File: src/rtl/key_voice_arbiter.sv
// Shares one square-wave tone generator among four debounced piano keys:
// last-pressed-wins arbitration, divider load over valid/ready, and gate control.
module key_voice_arbiter #(
    parameter int unsigned DB_CYCLES = 4,
    parameter int unsigned DIV_W     = 18,
    parameter int unsigned DIV1      = 95556,
    parameter int unsigned DIV2      = 85131,
    parameter int unsigned DIV3      = 75843,
    parameter int unsigned DIV4      = 71586
) (
    input  logic             clk,
    input  logic             rst,
    input  logic             k1,
    input  logic             k2,
    input  logic             k3,
    input  logic             k4,
    input  logic             cfg_ready,
    output logic             cfg_valid,
    output logic [DIV_W-1:0] cfg_div,
    output logic             gate,
    output logic [2:0]       note,
    output logic [3:0]       key_held
);

    typedef enum logic [1:0] {IDLE, LOAD, GAP, PLAY} state_t;

    localparam logic [15:0] DB_MAX = 16'(DB_CYCLES);

    logic [3:0]       sync1_q, sync1_d, sync2_q, sync2_d;
    logic [3:0]       held_q, held_d, press;
    logic [15:0]      cnt_q [4];
    logic [15:0]      cnt_d [4];
    logic [2:0]       cand_q, cand_d;
    state_t           state_q, state_d;
    logic             valid_q, valid_d, gate_q, gate_d;
    logic [2:0]       note_q, note_d;
    logic [DIV_W-1:0] div_q, div_d;

    function automatic logic [2:0] top_key(input logic [3:0] v);
        if (v[3])      top_key = 3'd4;
        else if (v[2]) top_key = 3'd3;
        else if (v[1]) top_key = 3'd2;
        else if (v[0]) top_key = 3'd1;
        else           top_key = 3'd0;
    endfunction

    function automatic logic [3:0] key_mask(input logic [2:0] n);
        case (n)
            3'd1:    key_mask = 4'b0001;
            3'd2:    key_mask = 4'b0010;
            3'd3:    key_mask = 4'b0100;
            3'd4:    key_mask = 4'b1000;
            default: key_mask = 4'b0000;
        endcase
    endfunction

    function automatic logic [DIV_W-1:0] div_of(input logic [2:0] n);
        case (n)
            3'd1:    div_of = DIV_W'(DIV1);
            3'd2:    div_of = DIV_W'(DIV2);
            3'd3:    div_of = DIV_W'(DIV3);
            3'd4:    div_of = DIV_W'(DIV4);
            default: div_of = '0;
        endcase
    endfunction

    always_comb begin
        sync1_d = {k4, k3, k2, k1};
        sync2_d = sync1_q;
    end

    // A key flips only after its synchronised value has disagreed for DB_CYCLES counted cycles.
    always_comb begin
        held_d = held_q;
        for (int i = 0; i < 4; i++) begin
            cnt_d[i] = cnt_q[i];
            if (sync2_q[i] == held_q[i]) begin
                cnt_d[i] = '0;
            end else if (cnt_q[i] == DB_MAX) begin
                held_d[i] = sync2_q[i];
                cnt_d[i]  = '0;
            end else begin
                cnt_d[i] = cnt_q[i] + 16'd1;
            end
        end
    end

    // Candidate is updated on the same edge as key_held so the FSM reacts one edge later.
    always_comb begin
        press  = held_d & ~held_q;
        cand_d = cand_q;
        if (press != 4'b0000) begin
            cand_d = top_key(press);
        end else if ((held_d & key_mask(cand_q)) == 4'b0000) begin
            cand_d = top_key(held_d);
        end
    end

    always_comb begin
        state_d = state_q;
        valid_d = valid_q;
        gate_d  = gate_q;
        note_d  = note_q;
        div_d   = div_q;
        case (state_q)
            IDLE: begin
                valid_d = 1'b0;
                gate_d  = 1'b0;
                note_d  = 3'd0;
                if (cand_q != 3'd0) begin
                    note_d  = cand_q;
                    div_d   = div_of(cand_q);
                    valid_d = 1'b1;
                    state_d = LOAD;
                end
            end
            LOAD: begin
                valid_d = 1'b1;
                if (cfg_ready) begin
                    valid_d = 1'b0;
                    if (cand_q == note_q) begin
                        gate_d  = 1'b1;
                        state_d = PLAY;
                    end else if (cand_q != 3'd0) begin
                        state_d = GAP;
                    end else begin
                        gate_d  = 1'b0;
                        note_d  = 3'd0;
                        state_d = IDLE;
                    end
                end
            end
            GAP: begin
                valid_d = 1'b0;
                if (cand_q != 3'd0) begin
                    note_d  = cand_q;
                    div_d   = div_of(cand_q);
                    valid_d = 1'b1;
                    state_d = LOAD;
                end else begin
                    gate_d  = 1'b0;
                    note_d  = 3'd0;
                    state_d = IDLE;
                end
            end
            PLAY: begin
                valid_d = 1'b0;
                gate_d  = 1'b1;
                if (cand_q == 3'd0) begin
                    gate_d  = 1'b0;
                    note_d  = 3'd0;
                    state_d = IDLE;
                end else if (cand_q != note_q) begin
                    note_d  = cand_q;
                    div_d   = div_of(cand_q);
                    valid_d = 1'b1;
                    state_d = LOAD;
                end
            end
            default: state_d = IDLE;
        endcase
    end

    always_ff @(posedge clk) begin
        if (rst) begin
            sync1_q <= '0;
            sync2_q <= '0;
            held_q  <= '0;
            for (int i = 0; i < 4; i++) cnt_q[i] <= '0;
            cand_q  <= '0;
            state_q <= IDLE;
            valid_q <= 1'b0;
            gate_q  <= 1'b0;
            note_q  <= '0;
            div_q   <= '0;
        end else begin
            sync1_q <= sync1_d;
            sync2_q <= sync2_d;
            held_q  <= held_d;
            for (int i = 0; i < 4; i++) cnt_q[i] <= cnt_d[i];
            cand_q  <= cand_d;
            state_q <= state_d;
            valid_q <= valid_d;
            gate_q  <= gate_d;
            note_q  <= note_d;
            div_q   <= div_d;
        end
    end

    assign cfg_valid = valid_q;
    assign cfg_div   = div_q;
    assign gate      = gate_q;
    assign note      = note_q;
    assign key_held  = held_q;

endmodule

File: config.mk
export PLATFORM = sky130hd
export DESIGN_NAME = key_voice_arbiter
export DESIGN_NICKNAME = d
export VERILOG_FILES = /design/src/rtl/key_voice_arbiter.sv
export SDC_FILE = /design/constraint.sdc
export NUM_CORES = 1
export LEC_CHECK = 0
export ABC_CLOCK_PERIOD_IN_PS = 2300
export CAP_MARGIN = 20
export CORE_MARGIN = 8
export CORE_UTILIZATION = 40
export DETAILED_ROUTE_END_ITERATION = 16
export GPL_TIMING_DRIVEN = 0
export PLACE_DENSITY = 0.62
export SYNTH_ARGS = -nofsm -noshare
export SYNTH_HDL_FRONTEND = slang
export SYNTH_SLANG_ARGS = --single-unit
File: constraint.sdc
create_clock -name clk -period 2.3 [get_ports clk]
set_input_delay 0.345 -clock clk [delete_from_list [all_inputs] [get_ports clk]]
set_output_delay 0.345 -clock clk [all_outputs]
set_load 0.01 [all_outputs]
==> run_results.csv <==
group,metric,value,unit
die,die_h,121,um
die,die_w,121,um
timing,min_period,2.10,ns
clock_network,root_buffer,"clkbuf_8",
cells_and_area,drive_gt1_frac,0.0978,
yosys,synth_ff_type,"dfxtp_1",
route,firstDrtPassIters,4,
critical_path,crit_path_start_kind,"flop",
cells_and_area,n_antenna_cell,0,
timing,tns,0,ns
pwr,leakage,1.75,nW
yosys,synth_seq_cells,97,
die,start_util,0.407,
clock_network,ctsHoldBuffers,0,
grt,gr-total-overflow,0,
place,place_hpwl,6.14,mm
cells_and_area,fillers,1046,
timing,maxSlewViolCount,0,
cells_and_area,multi_input_area,2300,sq um
die,row_count,38,
route,routed_wl,8.64,mm
yosys,syn_inst,494,
critical_path,crit_type,"reg -> reg",
clock_network,cts_inserted_buffers,9,
yosys,yosysWarnings,0,
yosys,async_flop_share,0,
critical_path,cp.required,2.59,ns
cells_and_area,area_growth,16.1,%
cells_and_area,fin_cells,682,
timing,hold_viol,0,
route,via_count,3414,
route,viasPerCell,5.01,
cells_and_area,seq_area,1940,sq um
die,ios,34,
cells_and_area,final_common_cell,"dfxtp_1",
timing,max_freq,0.475,GHz
clock_network,htree_levels,3,
die,dieArea,14600,sq um
pwr,peakVddDrop,0.339,mV
clock_network,clk_latency,0.36,ns
grt,grt_pass1_vias,3259,
critical_path,cp_max_fo,5,
cells_and_area,fin_nets,552,
grt,grtUsageTotal,0.125,
yosys,synth_edf_count,0,
timing,grt_setup_unrepaired,"false",
route,ant_nets,0,
timing,skew,0.0151,ns
place,io_buffers,29,
run_status,outcome,"complete, no violations",
critical_path,cp.arrival,2.40,ns
timing,slew_headroom,0.641,
grt,antenna_found_initial,0,
pwr,power_density,567,nW/um^2
place,dpl.cell_count,665,
clock_network,clock_path_buffers,2,
place,place_congestion,0.782,
route,drt-initial-drc-count,204,
route,drc,0,
route,avgRoutedWirePerCell,12.7,um
flow_run,drv_cap,0,
clock_network,cts_tree,"done",
clock_network,path_clk_slew,0.10,ns
cells_and_area,final_cell_mix,"dfxtp_1, nor2_1, nand2_1",
clock_network,cts_sinks,97,
timing,worst_slew_pin_slew,0.538,ns
die,core,10800,sq um
hold_path,min_path_type,"reg -> reg",
grt,grt_pass1_wl,15.1,mm
grt,grt_max_degree,17,
timing,setup_viol,0,
pwr,power.total,2.89,mW
yosys,yosysUniqueCellTypes,58,
timing,fin_crit_sh,0.915,
yosys,synth_area,4390,sq um
yosys,seq_area_frac_synth,0.443,
yosys,avgSynthCellArea,8.88,sq um
critical_path,cp-end-kind,"flop",
timing,whs,0.444,ns
state kept, by name (all words and copies together), names as in the netlist:
signal     cells
note           3
cfg_valid      1
cnt_q         64
cand_q         3
gate           1
sync1_q        4
sync2_q        4
cfg_div       11
state_q        2
key_held       4
Yosys cell counts, types with 2 or more instances:
cell / n / share of area
dfxtp_1: 97 / 0.44
nor2_1: 74 / 0.063
nand2_1: 34 / 0.029
xor2_1: 26 / 0.052
a21oi_1: 24 / 0.027
xnor2_1: 23 / 0.046
inv_1: 17 / 0.015
nand3_1: 16 / 0.018
o21ai_0: 15 / 0.017
or3_1: 15 / 0.021
and3_1: 13 / 0.019
clkbuf_1: 13 / 0.011
nand4_1: 11 / 0.016
nor2b_1: 11 / 0.016
ha_1: 8 / 0.023
a211oi_1: 7 / 0.012
buf_4: 7 / 0.012
nor3_1: 7 / 0.0080
nor3b_1: 7 / 0.012
and2_1: 4 / 0.0057
and4_1: 4 / 0.0080
mux2i_1: 4 / 0.0091
nand2b_1: 4 / 0.0057
nor4_1: 4 / 0.0057
nor4b_2: 4 / 0.014
o21a_1: 4 / 0.0068
a21o_1: 3 / 0.0051
a22oi_1: 3 / 0.0051
buf_2: 3 / 0.0034
nor4_2: 3 / 0.0086
or2_2: 2 / 0.0029
metrics by stage:
stage                     setup WS [ns]  instance area (sq um)  utilization
after floorplan                   0.357                   4400            -
after global placement            0.170                   4860        0.450
after detailed placement         0.0696                   4860        0.450
after CTS                        0.0422                   5060        0.469
after global routing             0.0185                   5090        0.472
final                             0.196                   5090        0.472
area by class of cell:
cell class,instances,area share
Sequential cell,97,0.381
Clock inverter,6,0.0128
Clock buffer,10,0.0270
Multi-Input combinational cell,359,0.451
Tap cell,140,0.0344
Inverter,17,0.0125
Buffer,23,0.0228
Timing Repair Buffer,30,0.0584
routing by layer:
layer	vias up	wire, um	track usage
met1	1585	4180	0.156
met3	10	392	0.0429
met2	44	3960	0.197
met5	-	0	0
li1	1775	-	-
met4	0	103	0.0398
final timing paths:
path / start / endpoint / slack (ns) / depth (start not counted)
worst max-delay path: cnt_q[1][0]$_SDFF_PP0_ / cand_q[0]$_SDFFE_PP0P_ / 0.20 / 8
worst min-delay path: sync1_q[3]$_SDFF_PP0_ / sync2_q[3]$_SDFF_PP0_ / 0.44 / 1
worst max register to register: cnt_q[1][0]$_SDFF_PP0_ / cand_q[0]$_SDFFE_PP0P_ / 0.20 / 8
worst min register to register: sync1_q[3]$_SDFF_PP0_ / sync2_q[3]$_SDFF_PP0_ / 0.44 / 1
kinds of logic after synthesis:
logic type                 share of synthesized area
and+or+nand+nor                                0.273
muxes                                         0.0182
DFF                                            0.443
buffers and inverters                         0.0411
AOI/OAI and AO/OA                              0.101
xor gates and xnor gates                      0.0978
adders and majority gates                     0.0251
other                                       0.000855
worst max-delay path, cell delays in order, from the launching register on:
cell	delay [ns]
dfxtp_1	0.36
inv_1	0.07
ha_1	0.13
nor3b_2	0.18
nand4_2	0.20
mux2i_1	0.22
or3b_1	0.43
a31o_4	0.27
a211oi_2	0.16
where the power goes:
group | leakage, nW | internal, mW | total, mW | switching, mW
Clock | 0.103 | 0.535 | 1.14 | 0.606
Combinational | 0.865 | 0.0244 | 0.0576 | 0.0332
Sequential | 0.783 | 1.69 | 1.69 | 0.00561
Total | 1.75 | 2.25 | 2.89 | 0.645
timing repair:
| item | CTS | global route |
|---|---|---|
| endpoints found under the setup margin | 0 | 3 |
| setup buffers | 0 | 1 |
| endpoints found under the hold margin | 0 | 0 |
| gates resized for setup | 0 | 4 |
Power figures use the tool's default switching activity.
